[config.mk]
export PLATFORM = sky130hd
export DESIGN_NAME = hazard_ctrl
export DESIGN_NICKNAME = d
export VERILOG_FILES = /design/src/rtl/hazard_pkg.sv /design/src/rtl/hazard_ctrl_sat_counter.sv /design/src/rtl/hazard_ctrl.sv
export SDC_FILE = /design/constraint.sdc
export NUM_CORES = 1
export LEC_CHECK = 0
export CELL_PAD_IN_SITES_DETAIL_PLACEMENT = 1
export CELL_PAD_IN_SITES_GLOBAL_PLACEMENT = 2
export CORE_ASPECT_RATIO = 1.25
export CORE_UTILIZATION = 26
export DETAILED_ROUTE_END_ITERATION = 10
export GPL_TIMING_DRIVEN = 0
export PLACE_DENSITY_LB_ADDON = 0.1
export SLEW_MARGIN = 40
export SYNTH_ARGS = -nofsm -noshare
export SYNTH_HDL_FRONTEND = slang
export SYNTH_SLANG_ARGS = --single-unit
[constraint.sdc]
create_clock -name clk -period 2.56 [get_ports clk]
set_input_delay 0.256 -clock clk [delete_from_list [all_inputs] [get_ports clk]]
set_output_delay 0.256 -clock clk [all_outputs]
set_load 0.05 [all_outputs]
[src/rtl/hazard_pkg.sv]
// hazard_pkg: shared FSM encoding and counter parameters for hazard_ctrl
package hazard_pkg;
  typedef enum logic [1:0] {
    RUN        = 2'd0,
    LOAD_STALL = 2'd1,
    FLUSH      = 2'd2,
    MEM_WAIT   = 2'd3
  } state_e;
  localparam int CNT_W = 16;
  localparam logic [CNT_W-1:0] CNT_MAX = 16'hFFFF;
  function automatic logic [CNT_W-1:0] sat_inc(input logic [CNT_W-1:0] v, input logic en);
    return (en && v != CNT_MAX) ? v + 1'b1 : v;
  endfunction
endpackage

[src/rtl/hazard_ctrl_sat_counter.sv]
// sat_counter: event counter that sticks at CNT_MAX instead of wrapping
module sat_counter
  import hazard_pkg::*;
(
  input  logic             clk,
  input  logic             reset,
  input  logic             inc,
  output logic [CNT_W-1:0] count
);
  logic [CNT_W-1:0] count_q, count_d;
  always_comb count_d = sat_inc(count_q, inc);
  always_ff @(posedge clk) count_q <= reset ? '0 : count_d;
  assign count = count_q;
endmodule

[src/rtl/hazard_ctrl.sv]
// hazard_ctrl: pipeline stall/flush controller for load-use, taken branches and slow data memory
module hazard_ctrl
  import hazard_pkg::*;
(
  input  logic        clk,
  input  logic        reset,
  input  logic [4:0]  IFID_RS1,
  input  logic [4:0]  IFID_RS2,
  input  logic        IDEX_MemRead,
  input  logic [4:0]  IDEX_RD,
  input  logic        EX_BranchTaken,
  input  logic        EXMEM_MemAccess,
  input  logic        DMem_Ready,
  output logic        PCWrite,
  output logic        IFID_Write,
  output logic        IDEX_Write,
  output logic        EXMEM_Write,
  output logic        IFID_Flush,
  output logic        IDEX_Flush,
  output logic [1:0]  State,
  output logic [15:0] StallCycles,
  output logic [15:0] FlushEvents
);
  state_e state_q, state_d;
  logic load_use, mem_wait, lu_ok, br_ev, lu_ev;
  assign load_use = IDEX_MemRead & (IDEX_RD != 5'd0) & (IDEX_RD == IFID_RS1 | IDEX_RD == IFID_RS2);
  assign mem_wait = EXMEM_MemAccess & ~DMem_Ready;
  // ID holds a bubble in FLUSH and the stalled load already advanced in LOAD_STALL
  assign lu_ok = (state_q == RUN) | (state_q == MEM_WAIT);
  assign br_ev = ~reset & ~mem_wait & EX_BranchTaken;
  assign lu_ev = ~reset & ~mem_wait & ~EX_BranchTaken & load_use & lu_ok;
  always_comb begin
    PCWrite     = ~reset & ~mem_wait & ~lu_ev;
    IFID_Write  = ~reset & ~mem_wait & ~lu_ev;
    IDEX_Write  = ~reset & ~mem_wait;
    EXMEM_Write = ~reset & ~mem_wait;
    IFID_Flush  = reset | br_ev;
    IDEX_Flush  = reset | br_ev | lu_ev;
    state_d     = mem_wait ? MEM_WAIT : br_ev ? FLUSH : lu_ev ? LOAD_STALL : RUN;
  end
  always_ff @(posedge clk) state_q <= reset ? RUN : state_d;
  assign State = state_q;
  sat_counter u_stall_cnt (.clk(clk), .reset(reset), .inc(lu_ev), .count(StallCycles));
  sat_counter u_flush_cnt (.clk(clk), .reset(reset), .inc(br_ev), .count(FlushEvents));
endmodule

==> results of run 1 <==
metrics by stage:
stage / power, mW / instances / util / hold slack (ns) / setup slack [ns]
2_1_floorplan: 0.635 / 211 / - / 0.456 / 0.0534
3_3_place_gp: 0.701 / 357 / 0.377 / 0.492 / -0.580
3_5_place_dp: 0.703 / 357 / 0.377 / 0.507 / -0.584
4_1_cts: 1.11 / 365 / 0.388 / 0.384 / 0.0278
5_1_grt: 1.14 / 365 / 0.389 / 0.408 / -0.0123
6_report: 1.09 / 365 / 0.389 / 0.372 / 0.103
layer usage:
layer | part of all wire | track usage
met3 | 0.031 | 0.0325
met1 | 0.42 | 0.170
met4 | 0.013 | 0.0481
met2 | 0.54 | 0.288
met5 | 0 | 0
layout by cell type (no fill, tap or decap), types with 2 or more instances in the layout:
master / instances
sky130_fd_sc_hd__clkbuf_1: 5
sky130_fd_sc_hd__nor3_1: 7
sky130_fd_sc_hd__dfxtp_1: 34
sky130_fd_sc_hd__or4_1: 3
sky130_fd_sc_hd__inv_1: 6
sky130_fd_sc_hd__buf_2: 2
sky130_fd_sc_hd__o21ai_0: 2
sky130_fd_sc_hd__o41ai_1: 2
sky130_fd_sc_hd__a21oi_2: 4
sky130_fd_sc_hd__o311ai_1: 2
sky130_fd_sc_hd__buf_4: 3
sky130_fd_sc_hd__nand3_1: 15
sky130_fd_sc_hd__nor4_1: 3
sky130_fd_sc_hd__clkdlybuf4s50_1: 56
sky130_fd_sc_hd__nand2_1: 16
sky130_fd_sc_hd__o21ai_1: 6
sky130_fd_sc_hd__or3_1: 6
sky130_fd_sc_hd__nand4_1: 8
sky130_fd_sc_hd__or2_1: 2
sky130_fd_sc_hd__a21oi_1: 9
sky130_fd_sc_hd__o31ai_1: 2
sky130_fd_sc_hd__nor2_1: 25
sky130_fd_sc_hd__clkbuf_8: 5
sky130_fd_sc_hd__xor2_1: 10
sky130_fd_sc_hd__and3_1: 2
sky130_fd_sc_hd__ha_1: 2
sky130_fd_sc_hd__xnor2_1: 17
registers in the layout, summed over array words and instances (netlist names):
name / cells
State: 2
u_flush_cnt.count: 16
u_stall_cnt.count: 16
power groups by stage:
stage / Combinational, mW / Clock, mW / Sequential (mW)
floorplan: 0.0744 / 0 / 0.560
global placement: 0.152 / 0 / 0.549
detailed placement: 0.154 / 0 / 0.549
CTS: 0.152 / 0.423 / 0.536
global route: 0.160 / 0.442 / 0.537
finish: 0.149 / 0.404 / 0.536
how the worst max path moves through the flow:
| stage | cells past startpoint | slack [ns] | start | end |
|---|---|---|---|---|
| final | 8 | 0.10 | IDEX_RD[1] | PCWrite |
| after global routing | 8 | -0.01 | IDEX_RD[1] | PCWrite |
| after CTS | 8 | 0.03 | IDEX_RD[1] | PCWrite |
| after detailed placement | 8 | -0.58 | IDEX_RD[1] | PCWrite |
| after global placement | 8 | -0.58 | IDEX_RD[1] | PCWrite |
| after floorplan | 5 | 0.05 | reset | IDEX_Flush |
kinds of logic after synthesis:
logic type,Yosys count
AOI/OAI and AO/OA,33
xor gates and xnor gates,27
adders and majority gates,2
buffers and inverters,16
DFF,34
muxes,2
and+or+nand+nor,97
repair_timing:
| action | 4_1_cts | 5_1_grt |
|---|---|---|
| resized for setup | 16 | 1 |
| hold endpoints to repair | 0 | 0 |
| endpoints found under the setup margin | 3 | 3 |
| pin swaps | 0 | 0 |
worst reg2reg max path, cell delays in order (launching register included):
cell and delay (ns):
sky130_fd_sc_hd__dfxtp_1 0.39, sky130_fd_sc_hd__ha_1 0.22, sky130_fd_sc_hd__nand2_1 0.06, sky130_fd_sc_hd__or2_1 0.24
sky130_fd_sc_hd__buf_6 0.14, sky130_fd_sc_hd__or4_4 0.45, sky130_fd_sc_hd__nand3_4 0.15, sky130_fd_sc_hd__buf_8 0.15
sky130_fd_sc_hd__buf_12 0.13, sky130_fd_sc_hd__mux2i_1 0.18, sky130_fd_sc_hd__nor2_1 0.05
final cells by class:
class                   instances  share of cell area
plain buffers                   9              0.0295
repair buffers                 59               0.224
multi-input cells             161               0.398
flip-flops and latches         34               0.263
clock buffers                   6              0.0281
well taps                      87              0.0421
inverters                       7              0.0102
clock inverters                 2             0.00532
==> impl.org, run 1 <==
** Drt
- Initial drt markers :: 57
- Summing over every cut layer, the via total after detailed routing is 1719.
- Pre-Repair DR Iteration Count :: 4
- Final wirelength :: 5.12 mm
- Wire length per cell :: 14.0 um
- In the routed design, unresolved DRC markers number 0.
- After detailed routing, the number of vias per cell comes to 4.71.
- Post-route ant nets :: 0

** Synthesis
- The most used flip-flop cell after synthesis is sky130_fd_sc_hd__dfxtp_1.
- Post-synthesis net count :: 234
- By area the synthesized netlist is led by sky130_fd_sc_hd__dfxtp_1, sky130_fd_sc_hd__xnor2_1, sky130_fd_sc_hd__nor2_1.
- Warnings from Yosys :: 0
- Of the total synthesized cell area, the portion taken by XOR and XNOR cells is 0.131.
- Mux cell area share after synthesis :: 0.0118
- Seq/Total Area, Yosys :: 0.376
- By instance count, the leading cell after synthesis is sky130_fd_sc_hd__dfxtp_1.
- After synthesis, the largest family of logic cells by area is simple AND/OR/NAND/NOR gates.
- The largest total area in the synthesized netlist belongs to sky130_fd_sc_hd__dfxtp_1.
- Synthesized area :: 1810 um2
- Post-synth EDFFs :: 0
- Simple-gate area share of the yosys netlist :: 0.285
- Synthesized-area fraction occupied by ao, oa, aoi and oai cells :: 0.126
- Arithmetic-cell share of the synthesized area counting full adders, half adders and majority gates :: 0.0138
- Number of register bits inferred by synthesis :: 34
- Syn avg cell area :: 8.57 um2
- Fraction of post-synthesis cell area in the top cell type by area :: 0.376
- Top cell types by occurrence after synthesis :: sky130_fd_sc_hd__dfxtp_1, sky130_fd_sc_hd__nor2_1, sky130_fd_sc_hd__xnor2_1
- The synthesized netlist contains 45 unique library cells.
- Share of flip-flops with an asynchronous set or reset :: 0
- Post-Synthesis Cells :: 211

** Min path
- Worst hold path startpoint :: reset
- In this run the worst hold path is classified as primary input to flop.
- Along the worst hold path, the cell count comes to 3.
- End of the worst hold path :: u_stall_cnt.count[11]$_SDFFE_PP0P_

** Clocking
- The tree is rooted in a sky130_fd_sc_hd__clkbuf_8.
- After clock tree synthesis, the clock-pin slew on the worst setup and hold paths is 0.06 ns.
- In this run the number of H-tree levels came out at 2.
- The longest clock path from root to sink contains 2 buffers.
- Hold repair after CTS inserted 0 buffers.
- TritonCTS created 5 clock buffers.
- The clock reaches the later pin of the worst-skew pair after 0.29 ns.
- The number of setup buffers added after CTS is 0.
- TritonCTS built the clock tree.
- CTS saw 34 sinks.

** Setup path
- Data on the critical path arrives at its endpoint at 2.20 ns.
- At the worst endpoint, the required time is 2.30 ns.
- R2R setup slack :: 0.29 ns
- The number of buffers and inverters on the critical path is 3.
- Setup crit start kind :: primary input
- WS Path Type :: primary input to output port
- The worst register-to-register path begins at u_stall_cnt.count[0]$_SDFFE_PP0P_.
- The worst register-to-register path ends at u_stall_cnt.count[1]$_SDFFE_PP0P_.
- Type of destination of the critical path :: output port
- Max Fanout on Critical Path :: 5
- On the worst path, the slowest cell contributes a delay of 0.57 ns.
- Walking the worst path, the cells encountered are clkdlybuf4s50_1 > or4_1 > nor2_2 > nor4_4 > and2_1 > nor2_1 > buf_4 > buf_4.
- Category of cells accounting for the largest share of critical-path delay :: simple AND/OR/NAND/NOR gates
- The largest individual stage delay along the critical path comes from the cell sky130_fd_sc_hd__or4_1.
- The number of cells on the worst reg-to-reg path is 10.
- Among the stages of the critical path, the cell type that occurs most often is sky130_fd_sc_hd__buf_4.

** Final layout
- After the last flow step, the layout net total stands at 300.
- Final antenna diode count :: 0
- Area Growth Syn to Fin :: 42.9%
- Filler cell count in the final layout :: 795
- In the final layout, flip-flops and latches occupy 681 um2.
- Post-route cell area :: 2580 um2
- Multi-input gate area in the final layout :: 1030 um2
- Of the cells placed in the final design, the portion with a size suffix greater than 1 is 0.101.

** Placed design
- At the end of routability-driven placement, the weighted congestion stood at 0.692.
- Sum of net half-perimeters after detailed placement :: 4.02 mm
- In this run the cell area measured after placement is 2510 um2.
- Buffers added on ports :: 59

** Power and ir drop
- For this design the static power due to leakage is 0.829 nW.
- Of the total power, registers draw 0.493.
- Across the VDD grid, the largest voltage drop is 0.000210 V.
- The share of total power dissipated in the clock network is 0.371.
- Of the total power, the share spent switching nets is 0.276.
- For this design the ratio of total power to cell area is 421 nW/um2.
- Summed over all nets, the switching power comes to 0.300 mW.
- Power share of the combinational group :: 0.136
- Cell internal power was estimated by the tool at 0.788 mW.

** Floorplan
- Pin placement for this block handled 61 I/O pins.
- Die height :: 95.3 um
- Die extent in x :: 76.6 um
- The floorplan step defined a die boundary enclosing 7300 um2.
- The floorplan has 33 rows.
- Floorplan Core Area :: 6650 um2
- For this configuration, the core starts out at a cell density of 0.272.

** Global routing
- Maximum number of pins on one net before global-route repair :: 12
- The first global-routing pass estimated 8.69 mm of wire.
- Antenna violations before repair :: 0
- Via count of the first global-routing pass :: 1766
- In the global route stage, overall resource usage came out at 0.152.
- Total congestion overflow after global routing :: 0

** Timing
- Final slew viol count :: 0
- Counting I/O delays and the setup requirement, the final critical path takes 2.46 ns.
- Summed over all failing endpoints, the final setup total negative slack is 0 ns.
- The clock arrives with 0.0124 ns of skew.
- The hold violation total from the final report was 0.
- Setup repair after global routing could not meet its margin everywhere.
- At the pin with the least slew margin, the transition time is 0.618 ns.
- Setup violations remaining at the end of the flow were counted as 0.
- Crit share post-route :: 0.960
- Top achievable clock speed :: 407 MHz
- In this run the tightest slew margin relative to its limit is 0.588.

** Flow run
- The tool flagged a number of max-cap violations equal to 0.

** Run status
- Outcome :: finished clean
Note: power is estimated with default switching activity, not from simulation.
==> inputs of run 2 (changes only) <==
CORE_ASPECT_RATIO = 1.75   (was 1.25)
CTS_CLUSTER_SIZE = 10   (was not set)
==> impl.org, run 2 (synthesis results as in run 1) <==
** Drt
- The iteration count of the initial detailed-routing pass is 4 (unchanged).
- Wire length per cell :: 15.2 um (+8.5%)
- Number of vias in the routed layout :: 1794 (+4.4%)
- Final wirelength :: 5.48 mm (+7.0%)
- The number of design-rule violations left by the first detailed-router iteration came to 73 (+28%).
- Post-route ant nets :: 0 (unchanged)
- The DRC violations left was 0 (unchanged).
- The detail-routed via count per cell was 4.98 (+5.8%).

** Timing
- Final slew viol count :: 0 (unchanged)
- The post-route worst hold slack is 0.383 ns (+0.0107 ns).
- Sum of negative setup slack :: 0 ns (unchanged)
- The hold violation total from the final report came to 0 (unchanged).
- Final critical path time including I/O delays and setup :: 2.43 ns (-0.0271 ns)
- Setup repair after global routing missed its margin :: no
- The ratio of final minimum period to clock period came to 0.949 (-0.0106).
- The maximum clock frequency is 411 MHz (+1.1%).
- Slew at the pin closest to its max-slew limit :: 0.673 ns (+0.0545 ns)
- The headroom to the max-slew limit was 0.552 (-0.0363).
- Clk_skew :: 0.00629 ns (-0.00614 ns)
- Number of failing setup endpoints in the final timing report :: 0 (unchanged)

** Final layout
- The number of inserted diodes is 0 (unchanged).
- Relative to the synthesized area, the layout overhead comes to 46.6%.
- Leaving out fill and tap cells, the most frequent cell in the layout is sky130_fd_sc_hd__clkdlybuf4s50_1.
- Share of layout cells above drive strength 1 :: 0.108 (+0.00719)
- Post-route cell area :: 2650 um2 (+2.6%)
- The top cell types in the final layout, fill and taps aside, are sky130_fd_sc_hd__clkdlybuf4s50_1, sky130_fd_sc_hd__dfxtp_1, sky130_fd_sc_hd__nor2_1.
- The final net count came to 300 (unchanged).
- Filler cell count in the final layout :: 824 (+3.6%)

** Setup path
- The worst path required time came to 2.30 ns (about the same).
- STA classifies the critical path endpoint as an output port.
- Sequence of cells on the critical path :: clkdlybuf4s50_1 > or4_1 > nor2_2 > nor4_4 > and2_2 > or2_1 > clkbuf_4
- Worst-case reg-to-reg path depth :: 10 (unchanged)
- Critical path data arrival time :: 2.17 ns (-0.03 ns)
- The count of buffer and inverter cells on the critical path came to 2 (-1).
- Crit path largest cell delay :: 0.50 ns (-0.07 ns)
- R2r endpoint :: u_stall_cnt.count[1]$_SDFFE_PP0P_
- STA classifies the critical path startpoint as a primary input.
- WS Path Type :: primary input to output port
- The startpoint identified for the worst register-to-register timing path is u_stall_cnt.count[0]$_SDFFE_PP0P_.
- R2R setup slack :: 0.26 ns (-0.03 ns)
- Max Fanout on Critical Path :: 5 (unchanged)
- Category of cells accounting for the largest share of critical-path delay :: simple AND/OR/NAND/NOR gates
- The largest individual stage delay along the critical path comes from the cell sky130_fd_sc_hd__or4_1.

** Clocking
- The buffer count from post-CTS setup fixing is 0 (unchanged).
- The clock-pin slew on the worst setup and hold paths was 0.06 ns (about the same).
- The number of buffers on the longest clock path is 2 (unchanged).
- H-tree level count :: 2 (unchanged)
- The latest clock arrival within the worst-skew pair came to 0.28 ns (about the same).
- The number of clock sinks seen by CTS is 34 (unchanged).
- CTS Hold Bufs :: 0 (unchanged)
- TritonCTS built the clock tree.
- Clock root buffer master :: sky130_fd_sc_hd__clkbuf_16
- Number of buffers created by CTS :: 5 (unchanged)

** Global routing
- Maximum number of pins on one net before global-route repair :: 12 (unchanged)
- The via count of the first global-routing pass came to 1893 (+7.2%).
- The total congestion overflow was 0 (unchanged).
- The first-pass GRT wire length was 8.99 mm (+3.4%).
- Global-route usage over all layers :: 0.163 (+0.0103)
- Antenna violations before repair :: 0 (unchanged)

** Flow run
- The count of maximum capacitance violations is 0 (unchanged).

** Power and ir drop
- Reported leakage power :: 0.876 nW (+5.7%)
- PwrDens :: 493 nW/um2 (+17%)
- Max rail drop VDD :: 0.000343 V (+63%)

** Run status
- The run finished with clean final reports.

** Placed design
- The area after detailed placement was 2500 um2 (-0.25%).
- The count of input and output buffers was 59 (unchanged).
- The final weighted congestion in routability-driven placement is 0.756 (+9.2%).
- Sum of net half-perimeters after detailed placement :: 4.31 mm (+7.2%)

** Min path
- The number of cells on the worst hold path came to 3 (unchanged).
- Worst hold path startpoint :: reset
- Path type of the worst min-delay path :: primary input to flop
- For hold timing, the worst endpoint is u_stall_cnt.count[11]$_SDFFE_PP0P_.

** Floorplan
- The die area was 7310 um2 (+0.15%).
- Die height :: 112 um (+18%)
- Io pins :: 61 (unchanged)
- The initial cell density of the core was 0.273 (+0.000462).
- The width of the die came to 65.1 um (-15%).
- The core region area was 6640 um2 (-0.17%).
- Row Count :: 39 (+18%)
==> run 2: worst max path at each step <==
stage               start  slack [ns]  depth (start not counted)    endpoint
3_5_place_dp   IDEX_RD[1]       -0.60                          8     PCWrite
5_1_grt        DMem_Ready        0.04                          5  IFID_Flush
2_1_floorplan       reset        0.05                          5  IDEX_Flush
3_3_place_gp   IDEX_RD[1]       -0.58                          8     PCWrite
4_1_cts        IDEX_RD[1]        0.01                          8     PCWrite
6_report       IDEX_RD[3]        0.13                          7  IDEX_Flush
==> run 2: layer usage <==
metal	GRT usage	up-vias	wire (um)
li1	-	875	-
met1	0.145	868	1930
met2	0.321	40	3180
met3	0.0407	11	200
met4	0.0797	0	165
met5	0	-	0
==> run 2: repair_timing <==
item | CTS | global route
pin swaps | 0 | 1
gates resized for setup | 16 | 6
setup endpoints to repair | 3 | 2
==> run 2: worst reg2reg max path: stages (launching register included) <==
cell and delay [ns]:
sky130_fd_sc_hd__dfxtp_1 0.39, sky130_fd_sc_hd__ha_1 0.22, sky130_fd_sc_hd__nand2_1 0.06, sky130_fd_sc_hd__or2_1 0.24, sky130_fd_sc_hd__buf_6 0.14, sky130_fd_sc_hd__or4_4 0.45, sky130_fd_sc_hd__nand3_4 0.15, sky130_fd_sc_hd__buf_8 0.15
sky130_fd_sc_hd__buf_12 0.14, sky130_fd_sc_hd__mux2i_1 0.18, sky130_fd_sc_hd__nor2_1 0.05
==> run 2: where the power goes <==
| part | switching, mW | leakage [nW] | total [mW] | internal (mW) |
|---|---|---|---|---|
| registers | 0.00491 | 0.274 | 0.538 | 0.533 |
| clock network | 0.236 | 0.0729 | 0.621 | 0.385 |
| logic | 0.0844 | 0.528 | 0.149 | 0.0644 |
| total | 0.325 | 0.876 | 1.31 | 0.982 |
==> run 2: final cells by class <==
type                            instances  area [um2]  share of cell area
Clock inverter                          2        12.5             0.00472
Buffer                                  9        76.3              0.0288
Multi-Input combinational cell        161        1030               0.388
Inverter                                7        26.3             0.00991
Sequential cell                        34         681               0.257
Tap cell                               82         103              0.0387
Timing Repair Buffer                   59         586               0.221
Clock buffer                            6         139              0.0524
==> run 2: stage by stage <==
step	std cells	setup slack [ns]	power, mW	util
final	360	0.130	1.31	0.400
after global routing	360	0.0354	1.36	0.400
after CTS	360	0.0108	1.33	0.398
after detailed placement	352	-0.597	0.702	0.377
after global placement	352	-0.579	0.701	0.377
after floorplan	211	0.0534	0.635	-
==> inputs of run 3 (changes only) <==
CORE_ASPECT_RATIO = 0.6   (was 1.75)
==> impl.org, run 3 (synthesis results as in run 1) <==
** Power and ir drop
- PwrDens :: 489 nW/um2 (-0.68%)
- Internal Power :: 0.982 mW (about the same)
- The part of the total power dissipated in the clock network is 0.471 (-0.004).
- Power share of the combinational group :: 0.115 (about the same)
- The reported net switching power came to 0.319 mW (-1.7%).
- The leakage power summed over all cells was 0.875 nW (-0.10%).
- Switching portion of total power :: 0.245 (-0.00314)
- The total power after layout is 1.30 mW (-0.45%).
- The largest voltage drop on the vdd net came to 0.000386 V (+13%).
- Share of power burned in registers :: 0.413 (+0.002)

** Placed design
- RD Place Congestion :: 0.697 (-7.8%)
- The number of placed instances with taps included came to 357 (+1.4%).
- The area after detailed placement came to 2510 um2 (+0.25%).
- The sum of net half-perimeters after detailed placement is 4.27 mm (-0.86%).
- The post-placement setup slack is -0.649 ns (-0.0522 ns).
- Buffers added on ports :: 59 (unchanged)

** Timing
- The ratio of final minimum period to clock period was 0.965 (+0.0156).
- Final critical path time including I/O delays and setup :: 2.47 ns (+0.0398 ns)
- The setup violation total in the final timing report came to 0 (unchanged).
- Setup repair after global routing missed its margin :: no
- The final count of pins violating max slew came to 0 (unchanged).
- PnR worst setup slack :: 0.0899 ns (-0.0398 ns)
- The final setup TNS was 0 ns (unchanged).
- The transition time at the pin with the least slew margin came to 0.647 ns (-0.0255 ns).
- Top achievable clock speed :: 405 MHz (-1.6%)
- Worst hold slack :: 0.420 ns (+0.0370 ns)
- The headroom to the max-slew limit is 0.569 (+0.0170).
- The hold violation total from the final report came to 0 (unchanged).
- The worst setup skew after layout is 0.00625 ns (-0.0000417 ns).

** Setup path
- WS Path Type :: primary input to output port
- Critical path data arrival time :: 2.21 ns (+0.04 ns)
- Reg2Reg Launch Point :: u_stall_cnt.count[0]$_SDFFE_PP0P_
- R2r endpoint :: u_stall_cnt.count[1]$_SDFFE_PP0P_
- The worst path required time is 2.30 ns (about the same).
- Type of destination of the critical path :: output port
- The biggest fanout along the worst timing path came to 5 (unchanged).
- STA classifies the critical path startpoint as a primary input.
- The worst reg-to-reg setup slack was 0.23 ns (-0.03 ns).
- Worst-case reg-to-reg path depth :: 10 (unchanged)

** Floorplan
- The width of the die was 110 um (+69%).
- The core region area was 6710 um2 (+1.0%).
- The floorplan row count was 23 (-41%).
- Die height :: 66.6 um (-41%)
- The number of ports placed on the die boundary was 61 (unchanged).
- Initial Utilization :: 0.270 (-0.00280)
- The die area came to 7310 um2 (about the same).

** Drt
- The number of design-rule violations left by the first detailed-router iteration was 40 (-45%).
- The detail-routed via count per cell came to 4.77 (-4.3%).
- The routed wire length is 5.54 mm (+1.2%).
- The DRC violations left is 0 (unchanged).
- Number of vias in the routed layout :: 1740 (-3.0%)
- The number of antenna-violating nets in the routed design came to 0 (unchanged).
- The routed wire length per instance is 15.2 um (-0.24%).
- Pre-Repair DR Iteration Count :: 4 (unchanged)

** Min path
- In this run the worst hold path is classified as primary input to flop.
- The worst hold path terminates at u_stall_cnt.count[11]$_SDFFE_PP0P_.
- The startpoint identified for the worst hold timing path is reset.
- Hold Path Stages :: 3 (unchanged)

** Final layout
- The final net count was 300 (unchanged).
- Most frequent cells in the layout :: sky130_fd_sc_hd__clkdlybuf4s50_1, sky130_fd_sc_hd__dfxtp_1, sky130_fd_sc_hd__nor2_1
- Post-route cell area :: 2660 um2 (+0.24%)
- Final antenna diode count :: 0 (unchanged)
- The area growth from synthesis to layout is 47.0%.
- Final core utilization :: 0.397 (-0.00317)
- The final non-filler cell total came to 365 (+1.4%).
- Filler cell count in the final layout :: 799 (-3.0%)
- Share of layout cells above drive strength 1 :: 0.112 (+0.00360)
- The library cell used most frequently in the layout, excluding fill and tap cells, is sky130_fd_sc_hd__clkdlybuf4s50_1.

** Global routing
- Total congestion overflow after global routing :: 0 (unchanged)
- The number of antenna violations at the first check in global routing came to 0 (unchanged).
- Maximum number of pins on one net before global-route repair :: 12 (unchanged)
- The aggregate global-route resource usage came to 0.161 (-0.00150).
- Global-route wire length before repair :: 8.76 mm (-2.5%)
- Via count of the first global-routing pass :: 1658 (-12%)

** Clocking
- Number of sinks handled by clock tree synthesis :: 34 (unchanged)
- CTS tree :: done
- Number of buffers created by CTS :: 5 (unchanged)
- The depth of the CTS H-tree came to 2 (unchanged).
- The number of buffers inserted by hold repair at cts is 0 (unchanged).
- The clock-pin slew on the worst setup and hold paths came to 0.05 ns (about the same).
- Worst skew pair latency :: 0.27 ns (about the same)
- The buffer count from post-CTS setup fixing was 0 (unchanged).
- Clock root buffer master :: sky130_fd_sc_hd__clkbuf_16
- Maximum clock insertion buffer count :: 2 (unchanged)

** Flow run
- The count of maximum capacitance violations came to 0 (unchanged).

** Run status
- The run finished with clean final reports.
run 3: cell types whose count changed in the layout (fill, tap and decap cells not counted):
| cell | change |
|---|---|
| sky130_fd_sc_hd__nor2_2 | +1 |
| sky130_fd_sc_hd__nor2_1 | -1 |
| sky130_fd_sc_hd__buf_2 | +1 |
| sky130_fd_sc_hd__clkbuf_4 | -1 |
run 3: routing by layer:
| layer | GRT usage | vias up | wire, um |
|---|---|---|---|
| met5 | 0 | - | 0 |
| met2 | 0.214 | 40 | 2020 |
| li1 | - | 882 | - |
| met3 | 0.0431 | 4 | 293 |
| met4 | 0.0300 | 0 | 35 |
| met1 | 0.251 | 814 | 3200 |
run 3: final cells by class:
cell class,instances,area (um2),area share
buffer,9,76.3,0.0287
clock buffer,6,139,0.0522
clock inverter,2,12.5,0.00471
inverter,7,26.3,0.00988
multi-input combinational,161,1030,0.388
sequential,34,681,0.256
tap,87,109,0.0409
timing repair buffer,59,583,0.219
run 3: worst max path at each step:
stage | startpoint | depth (start not counted) | to | slack (ns)
final | IDEX_RD[3] | 7 | IDEX_Flush | 0.09
after floorplan | reset | 5 | IDEX_Flush | 0.05
after CTS | IDEX_RD[1] | 8 | PCWrite | 0.004
after global placement | IDEX_RD[1] | 8 | PCWrite | -0.67
after detailed placement | IDEX_RD[1] | 8 | PCWrite | -0.65
after global routing | IDEX_RD[3] | 8 | PCWrite | 0.02
run 3: critical path, cell delays in order:
cell and delay (ns):
sky130_fd_sc_hd__clkdlybuf4s50_1 0.48, sky130_fd_sc_hd__or4_1 0.52, sky130_fd_sc_hd__nor2_2 0.18, sky130_fd_sc_hd__nor4_4 0.08, sky130_fd_sc_hd__and2_2 0.25, sky130_fd_sc_hd__or2_1 0.23
sky130_fd_sc_hd__buf_2 0.21
run 3: power groups by stage:
stage	clock network [mW]	logic, mW	registers, mW
floorplan	0	0.0744	0.560
global placement	0	0.153	0.549
detailed placement	0	0.153	0.549
CTS	0.632	0.152	0.538
global route	0.652	0.162	0.538
finish	0.613	0.150	0.538
run 3: repair_timing:
action                                  in CTS  in global routing
pin swaps                                    0                  1
gates resized for setup                     17                  4
cloned                                       0                  0
endpoints found under the setup margin       3                  3
